--- config.mk ---
export PLATFORM = sky130hd
export DESIGN_NAME = load_store_unit
export DESIGN_NICKNAME = d
export VERILOG_FILES = /design/src/rtl/load_store_unit.sv
export SDC_FILE = /design/constraint.sdc
export NUM_CORES = 1
export LEC_CHECK = 0
export ABC_CLOCK_PERIOD_IN_PS = 2900
export CORE_ASPECT_RATIO = 1.4
export CORE_MARGIN = 10
export CORE_UTILIZATION = 64
export CTS_CLUSTER_SIZE = 25
export DETAILED_ROUTE_END_ITERATION = 12
export DONT_BUFFER_PORTS = 1
export MAX_ROUTING_LAYER = met4
export PLACE_DENSITY = 0.8
export SYNTH_ARGS = -nofsm -noshare
export SYNTH_HDL_FRONTEND = slang
export SYNTH_SLANG_ARGS = --single-unit
--- constraint.sdc ---
create_clock -name clk -period 2.9 [get_ports clk]
set_clock_uncertainty 0.1 [all_clocks]
set_input_delay 0.58 -clock clk [delete_from_list [all_inputs] [get_ports clk]]
set_output_delay 0.58 -clock clk [all_outputs]
set_load 0.02 [all_outputs]
--- src/rtl/load_store_unit.sv ---
// rv32i load/store unit: runs one valid/ready data-memory transaction per access,
// aligns and extends load data, and selects the register-file writeback value.
module load_store_unit #(
    parameter int DATA_WIDTH = 32,
    parameter int ADDR_LSB   = 2
) (
    input  logic                  clk,
    input  logic                  rst,
    input  logic [DATA_WIDTH-1:0] alu_result,
    input  logic [DATA_WIDTH-1:0] store_data,
    input  logic [DATA_WIDTH-1:0] pc,
    input  logic [2:0]            fun3,
    input  logic                  Load,
    input  logic                  Store,
    input  logic                  mem_en,
    input  logic [1:0]            mem_to_reg,
    output logic                  req_valid,
    input  logic                  req_ready,
    output logic [DATA_WIDTH-1:0] req_addr,
    output logic                  req_we,
    output logic [DATA_WIDTH-1:0] req_wdata,
    output logic [3:0]            req_wmask,
    input  logic                  rsp_valid,
    input  logic [DATA_WIDTH-1:0] rsp_rdata,
    output logic                  stall,
    output logic                  access_fault,
    output logic [DATA_WIDTH-1:0] rwd_data_out
);

    typedef enum logic [1:0] {IDLE, REQ, WAIT, DONE} state_t;

    state_t                state, next_state;
    logic                  start, misaligned, illegal, fault, start_ok, load_fault;
    logic [ADDR_LSB-1:0]   addr_lo;
    logic [2:0]            fun3_q;
    logic [DATA_WIDTH-1:0] load_data, load_ext, lane_wdata;
    logic [3:0]            lane_mask;
    logic [7:0]            byte_sel;
    logic [15:0]           half_sel;

    always_comb begin
        start = mem_en & (Load | Store) & (state == IDLE);
        case (fun3[1:0])
            2'b01:   misaligned = alu_result[0];
            2'b10:   misaligned = |alu_result[1:0];
            default: misaligned = 1'b0;
        endcase
        illegal = (Load & (fun3 == 3'b011 || fun3 == 3'b110 || fun3 == 3'b111)) |
                  (Store & !(fun3 == 3'b000 || fun3 == 3'b001 || fun3 == 3'b010));
        fault      = misaligned | illegal;
        start_ok   = start & ~fault;
        load_fault = start & fault & Load;
    end

    // Store lanes are replicated so the memory only needs the byte enables.
    always_comb begin
        case (fun3[1:0])
            2'b00: begin
                lane_mask  = 4'b0001 << alu_result[1:0];
                lane_wdata = {4{store_data[7:0]}};
            end
            2'b01: begin
                lane_mask  = alu_result[1] ? 4'b1100 : 4'b0011;
                lane_wdata = {2{store_data[15:0]}};
            end
            default: begin
                lane_mask  = 4'b1111;
                lane_wdata = store_data;
            end
        endcase
    end

    always_comb begin
        byte_sel = rsp_rdata[{addr_lo, 3'b000} +: 8];
        half_sel = addr_lo[1] ? rsp_rdata[31:16] : rsp_rdata[15:0];
        case (fun3_q)
            3'b000:  load_ext = {{(DATA_WIDTH-8){byte_sel[7]}}, byte_sel};
            3'b001:  load_ext = {{(DATA_WIDTH-16){half_sel[15]}}, half_sel};
            3'b100:  load_ext = {{(DATA_WIDTH-8){1'b0}}, byte_sel};
            3'b101:  load_ext = {{(DATA_WIDTH-16){1'b0}}, half_sel};
            default: load_ext = rsp_rdata;
        endcase
    end

    always_ff @(posedge clk) begin
        if (!rst) state <= IDLE;
        else      state <= next_state;
    end

    always_comb begin
        next_state = state;
        case (state)
            IDLE: if (start_ok) next_state = REQ;
            REQ:  if (req_ready) next_state = req_we ? DONE : WAIT;
            WAIT: if (rsp_valid) next_state = DONE;
            DONE: next_state = IDLE;
            default: next_state = IDLE;
        endcase
    end

    always_comb begin
        req_valid    = (state == REQ);
        stall        = start_ok | (state == REQ) | (state == WAIT);
        access_fault = start & fault;
    end

    // Request fields are latched at start so upstream may move on while stalled.
    always_ff @(posedge clk) begin
        if (!rst) begin
            req_addr  <= '0;
            req_we    <= 1'b0;
            req_wdata <= '0;
            req_wmask <= 4'b0000;
            addr_lo   <= '0;
            fun3_q    <= 3'b000;
            load_data <= '0;
        end else begin
            if (start_ok) begin
                req_addr  <= {alu_result[DATA_WIDTH-1:ADDR_LSB], {ADDR_LSB{1'b0}}};
                req_we    <= Store;
                req_wdata <= Store ? lane_wdata : '0;
                req_wmask <= Store ? lane_mask : 4'b0000;
                addr_lo   <= alu_result[ADDR_LSB-1:0];
                fun3_q    <= fun3;
            end
            if (load_fault)
                load_data <= '0;
            else if (state == WAIT && rsp_valid)
                load_data <= load_ext;
        end
    end

    always_comb begin
        if (load_fault) begin
            rwd_data_out = '0;
        end else begin
            case (mem_to_reg)
                2'b00:   rwd_data_out = alu_result;
                2'b01:   rwd_data_out = load_data;
                2'b10:   rwd_data_out = pc + DATA_WIDTH'(4);
                default: rwd_data_out = '0;
            endcase
        end
    end

endmodule

After elaboration in Yosys (flattened, before gate mapping):

Index checks and enable logic that the tools add are counted.

* register bits: 106
* latch bits: 0
* bits of input ports: 140
* ROM bits: 0
* word-level logic and storage cells: 72
* bits in writable memories: 0
* output and inout bits: 104
* memories: 0

* equal/unequal tests: 18
* div/mod/pow operators: 0
* add/sub/neg operators: 1
* bitwise operators: 14
* reductions and logical operators: 14
* $lt $le $gt $ge: 0
* muxes and demuxes: 15
* $mul: 0
* shift operators: 2

Operators by type and width (count)
* one-hot mux 32 bit (4 select lines): 1
* one-hot mux 32 bit (3 select lines): 1
* 2-to-1 mux 32 bit: 2
* one-hot mux 32 bit (2 select lines): 1
* adder 32 x 3 -> 32 bit (second input constant): 1
* indexed part select 32 x 6 -> 8 bit: 1
* 2-to-1 mux 16 bit: 1
* equality test 3 bit (second input constant): 4
* equality test 2 bit (second input constant): 4
* 2-to-1 mux 4 bit: 2
* one-hot mux 2 bit (4 select lines): 1
* one-hot mux 4 bit (2 select lines): 1
* AND 1 bit: 7
* equality test 2 x 1 -> 1 bit (second input constant): 3
* equality test 3 x 1 -> 1 bit (second input constant): 2
* equality test 3 x 2 -> 1 bit (second input constant): 2
* logical NOT 2 bit: 3
* logical NOT 3 bit: 2
* 2-to-1 mux 2 bit: 3
* OR 1 bit: 5
* logical OR 1 bit: 4
* inequality test 2 bit (second input constant): 2
* OR reduction 2 bit: 2
* << shifter 1 x 2 -> 4 bit (first input constant): 1
* other kinds (7): 8

Logic depth before layout (Yosys ltp):

* depth in word-level cells: 11
* depth in mapped cells: 10

Least setup slack after synthesis:

No wires, ideal clock.

* path kind: input to output
* start point: in pc[2]
* end point: out rwd_data_out[22]
* stages: 6
* data arrival time: 2.266 ns
* path slack: -0.046 ns
* cell sequence: ha_1 nand3_2 nor4_4 a21oi_1 or4_1 a21oi_1

* longest elaborated chain between the ends: 3

Ends and longest elaborated chain
* start: declaration: RTL line 11 `input logic [DATA_WIDTH-1:0] pc,`
* adder 32 x 3 -> 32 bit: RTL line 140 `2'b10: rwd_data_out = pc + DATA_WIDTH'(4);`
* one-hot mux 32 bit (3 select lines): RTL line 137 `case (mem_to_reg)`
* 2-to-1 mux 32 bit: RTL line 134 `if (load_fault) begin`
* end: declaration: RTL line 27 `output logic [DATA_WIDTH-1:0] rwd_data_out`

No other way between the ends.

Worst setup path after layout:

* start point: in fun3[0]
* end point: out rwd_data_out[10]

* longest elaborated chain between the ends: 10

Ends and longest elaborated chain
* start: declaration: RTL line 12 `input logic [2:0] fun3,`
* equality test 3 x 1 -> 1 bit or logical NOT 3 bit (tied branches): RTL line 49 `(Store & !(fun3 == 3'b000 || fun3 == 3'b001 || fun3 == 3'b010));`
* logical OR 1 bit (2 in a row): RTL line 49
* logical NOT 1 bit: RTL line 49
* AND 1 bit: RTL line 49
* OR 1 bit: RTL line 48 `illegal = (Load & (fun3 == 3'b011 || fun3 == 3'b110 || fun3 == 3'b111)) |`
* OR 1 bit (*): RTL line 50 `fault = misaligned | illegal;`
* AND 1 bit (*) (2 in a row): RTL line 52 `load_fault = start & fault & Load;`
* 2-to-1 mux 32 bit (*): RTL line 134

Every way passes the cells marked *; elsewhere a longest branch is shown, timed or not.

==> summary.txt <==
Placement
  – Placement Setup Slack: -0.1741 ns
  – Routability Congestion: 1.012
  – Detailed placement HPWL: 17660 um
  – Placed Instance Area: approximately 6600 sq um
  – Number of buffer cells added on primary ports: 0

Routing
  – Remaining number of nets flagged by the antenna check after routing: 0
  – Detailed Route Iter0 Violations: about 520
  – Total length of routed wires: 22940 um
  – Wire length per cell: 23.99 um
  – Post-route DRC: 0
  – Vias after detailed routing: between 6000 and 7000
  – First-pass DRT Iterations: 6
  – Via-per-instance ratio: ~6.6

Synth
  – Number of synthesized flops with an enable pin: 0
  – Top_reg_cell synth: dfxtp_1
  – Synth Warn #: 0
  – Share of Yosys cell area claimed by the top area cell type: about a third
  – Mapped cell area: about 6300 sq um
  – Cell variety after synth: 61
  – Average footprint of a synthesized cell: around 8 sq um
  – Share of the yosys chip area belonging to registers: about 34%
  – Post-synthesis instance total: approximately 800
  – Dominant cells by area after synthesis: dfxtp_1 34%, nand2_1 7.2%, mux2i_1 6.1%, a21oi_1 5.1%, nor2_1 5.0%
  – Flops & latches, synth: approximately 110
  – Async set or reset register ratio after synthesis: 0%
  – Cell taking the most area after synthesis: dfxtp_1

Power
  – LEAKAGE: roughly 2.7 nW
  – PwrDens: about 560 nW/um^2
  – VDD IR max: between 0.4 and 0.5 mV

Floorplanning
  – Initial standard-cell utilization of the core: about two thirds
  – Y dimension of the die: roughly 140 um
  – Die Span X: 103.7 um
  – Rows: 42
  – I/O pin count: around 240
  – Floorplan core area: 9512 sq um
  – Die outline area: about 14000 sq um

Worst setup path
  – Worst Path Max Fanout: 6
  – WP data required: approximately 2.2 ns
  – Cell family contributing the most delay on the critical path: simple AND/OR/NAND/NOR gates
  – Worst Setup Start Kind: input port
  – Largest stage delay, worst path: approximately 0.53 ns
  – Cell Chain, Critical Path: inv_12 > ha_4 > or4b_4 > nand3_4 > o2111a_2 > bufbuf_16 > a21oi_1 > buf_4
  – Highest-delay cell along the critical path: or4b_4
  – Category of the worst setup path capture point: output port
  – Buffers plus inverters on the worst setup path: 3
  – WS Path Type: input port to output port
  – Worst EP arrival: roughly 2.2 ns

GRT
  – First-pass GRT wire length: around 34000 um
  – Antenna violations before repair: 0
  – Total global-route track usage: between 30% and 40%
  – Total gr overflow: 0
  – Maximum number of pins on one net before global-route repair: 56
  – Number of global-route vias before repair: 6180

CTS
  – Clk Latency, worst-skew pair: about 0.35 ns
  – Clock sink total: roughly 110
  – H-Tree Level Count: 3
  – Quantity of hold-fixing buffers added after cts: 0
  – TritonCTS clock tree: done
  – Number of buffers added by the clock tree synthesis step: 9
  – Clk pin slew, worst setup/hold paths: 0.08 ns
  – Buffer levels on the longest clock path: 2
  – Cell chosen for the clock root: clkbuf_16

Timing
  – Worst slew pin tran: just under 0.9 ns
  – Worst relative slew slack: between 40% and 50%
  – Count of final hold-check violations: 0
  – Post-layout min period: 2.896 ns
  – Final setup violation count: 0
  – Fmax achieved: 345.4 MHz
  – Slew Limit Fails: 0
  – Unrepaired setup endpoints after global routing: true
  – Post-route fraction of the period consumed by the critical path: around 100%
  – Final worst slack: around 0.0044 ns

Layout
  – Ratio of cells with drive above 1 in the final layout: 15.66%
  – Final net count: slightly below 1000
  – N_diodes: 0
  – Post-route cell area: just over 7000 sq um
  – Area growth from synthesis to layout: 15.45%

Outcome
  – Run status: complete, no violations

Min path
  – Class of the worst hold path: input port to flop

Job
  – Maximum Capacitance Violations: 0
[synthesized netlist by cell type (6+ instances only)]
cell type / count
buf_6: 8
a21oi_1: 64
clkbuf_1: 35
a21boi_0: 41
nand2b_1: 7
dfxtp_1: 106
nand4_1: 7
mux2i_1: 38
o2bb2ai_1: 26
o221ai_1: 7
a211o_1: 7
a22oi_1: 9
nor3b_1: 8
nand2_1: 121
buf_2: 10
nor2_1: 83
a221oi_1: 8
a22o_1: 10
inv_1: 19
nand3_1: 24
ha_1: 9
o21ai_0: 16
xnor2_1: 7
nor3_1: 35
xor2_1: 6
and3_1: 8
[final timing paths]
check                 start          endpoint  slack [ns]  cells after the start
max reg2reg        state[0]     req_wdata[31]        0.44                      6
max                 fun3[0]  rwd_data_out[10]       0.004                      8
min          alu_result[13]      req_addr[13]        0.26                      2
min reg2reg    load_data[4]      load_data[4]        0.37                      2
[layout make-up]
class | count | area (sq um)
sequential | 106 | 2122
clock buffer | 10 | 229.0
timing repair buffer | 70 | 614.3
fill | 710 | 2266
tap | 132 | 165.2
inverter | 19 | 88.84
clock inverter | 6 | 80.08
multi-input combinational | 613 | 3946
[per-layer routing]
layer	vias up	part of all wire, %	GRT usage, %
li1	2892	-	-
met3	97	11	11.13
met4	0	6.2	18.99
met2	382	51	54.03
met1	2956	32	28.91
met5	-	0	-
[state kept, by name, indices dropped and copies added, names as in the netlist]
signal / count
req_wdata: 32
req_we: 1
req_wmask: 4
req_addr: 30
load_data: 32
addr_lo: 2
state: 2
fun3_q: 3
[per-stage QoR]
step                  TNS, ns  util [%]  hold WS, ns  std cells  total power [mW]
CTS                 -0.005798     74.31       0.2587        951             4.001
global route          -0.1584     76.18       0.2610        956             4.200
floorplan                   0         -       0.3315        800             2.454
global placement       -1.595     69.34       0.3513        930             2.662
detailed placement     -3.347     69.34       0.3601        930             2.697
finish                      0     76.18       0.2582        956             4.054
[cells in the final DEF (no fill, tap or decap), types with 13 or more instances in the layout]
cell type	count
a21oi_1	62
nor2_1	80
nand2_1	120
nand3_1	23
inv_1	17
a21boi_0	41
nor3_1	35
mux2i_1	38
o2bb2ai_1	26
buf_4	60
dfxtp_1	106
o21ai_0	13
[kinds of logic after synthesis]
group | Yosys count | synth area share [%]
other | 1 | 0.05975
AOI/OAI and AO/OA | 222 | 25.18
buffers and inverters | 81 | 6.300
adders and majority gates | 9 | 1.794
xor gates and xnor gates | 13 | 1.814
and+or+nand+nor | 325 | 24.26
DFF | 106 | 33.81
muxes | 42 | 6.778
[power by group]
part | total [mW] | internal, mW | switching, mW
Clock | 1.29 | 0.692 | 0.593
Combinational | 1.02 | 0.426 | 0.591
Sequential | 1.75 | 1.57 | 0.179
Total | 4.05 | 2.69 | 1.36
[timing repair]
action,CTS,global route
endpoints found under the setup margin,30,31
buffers inserted,4,6
pin swaps,7,13
gates resized for setup,22,30
cloned,1,0
hold endpoints to repair,0,0
(Power assumes the default switching activity.)
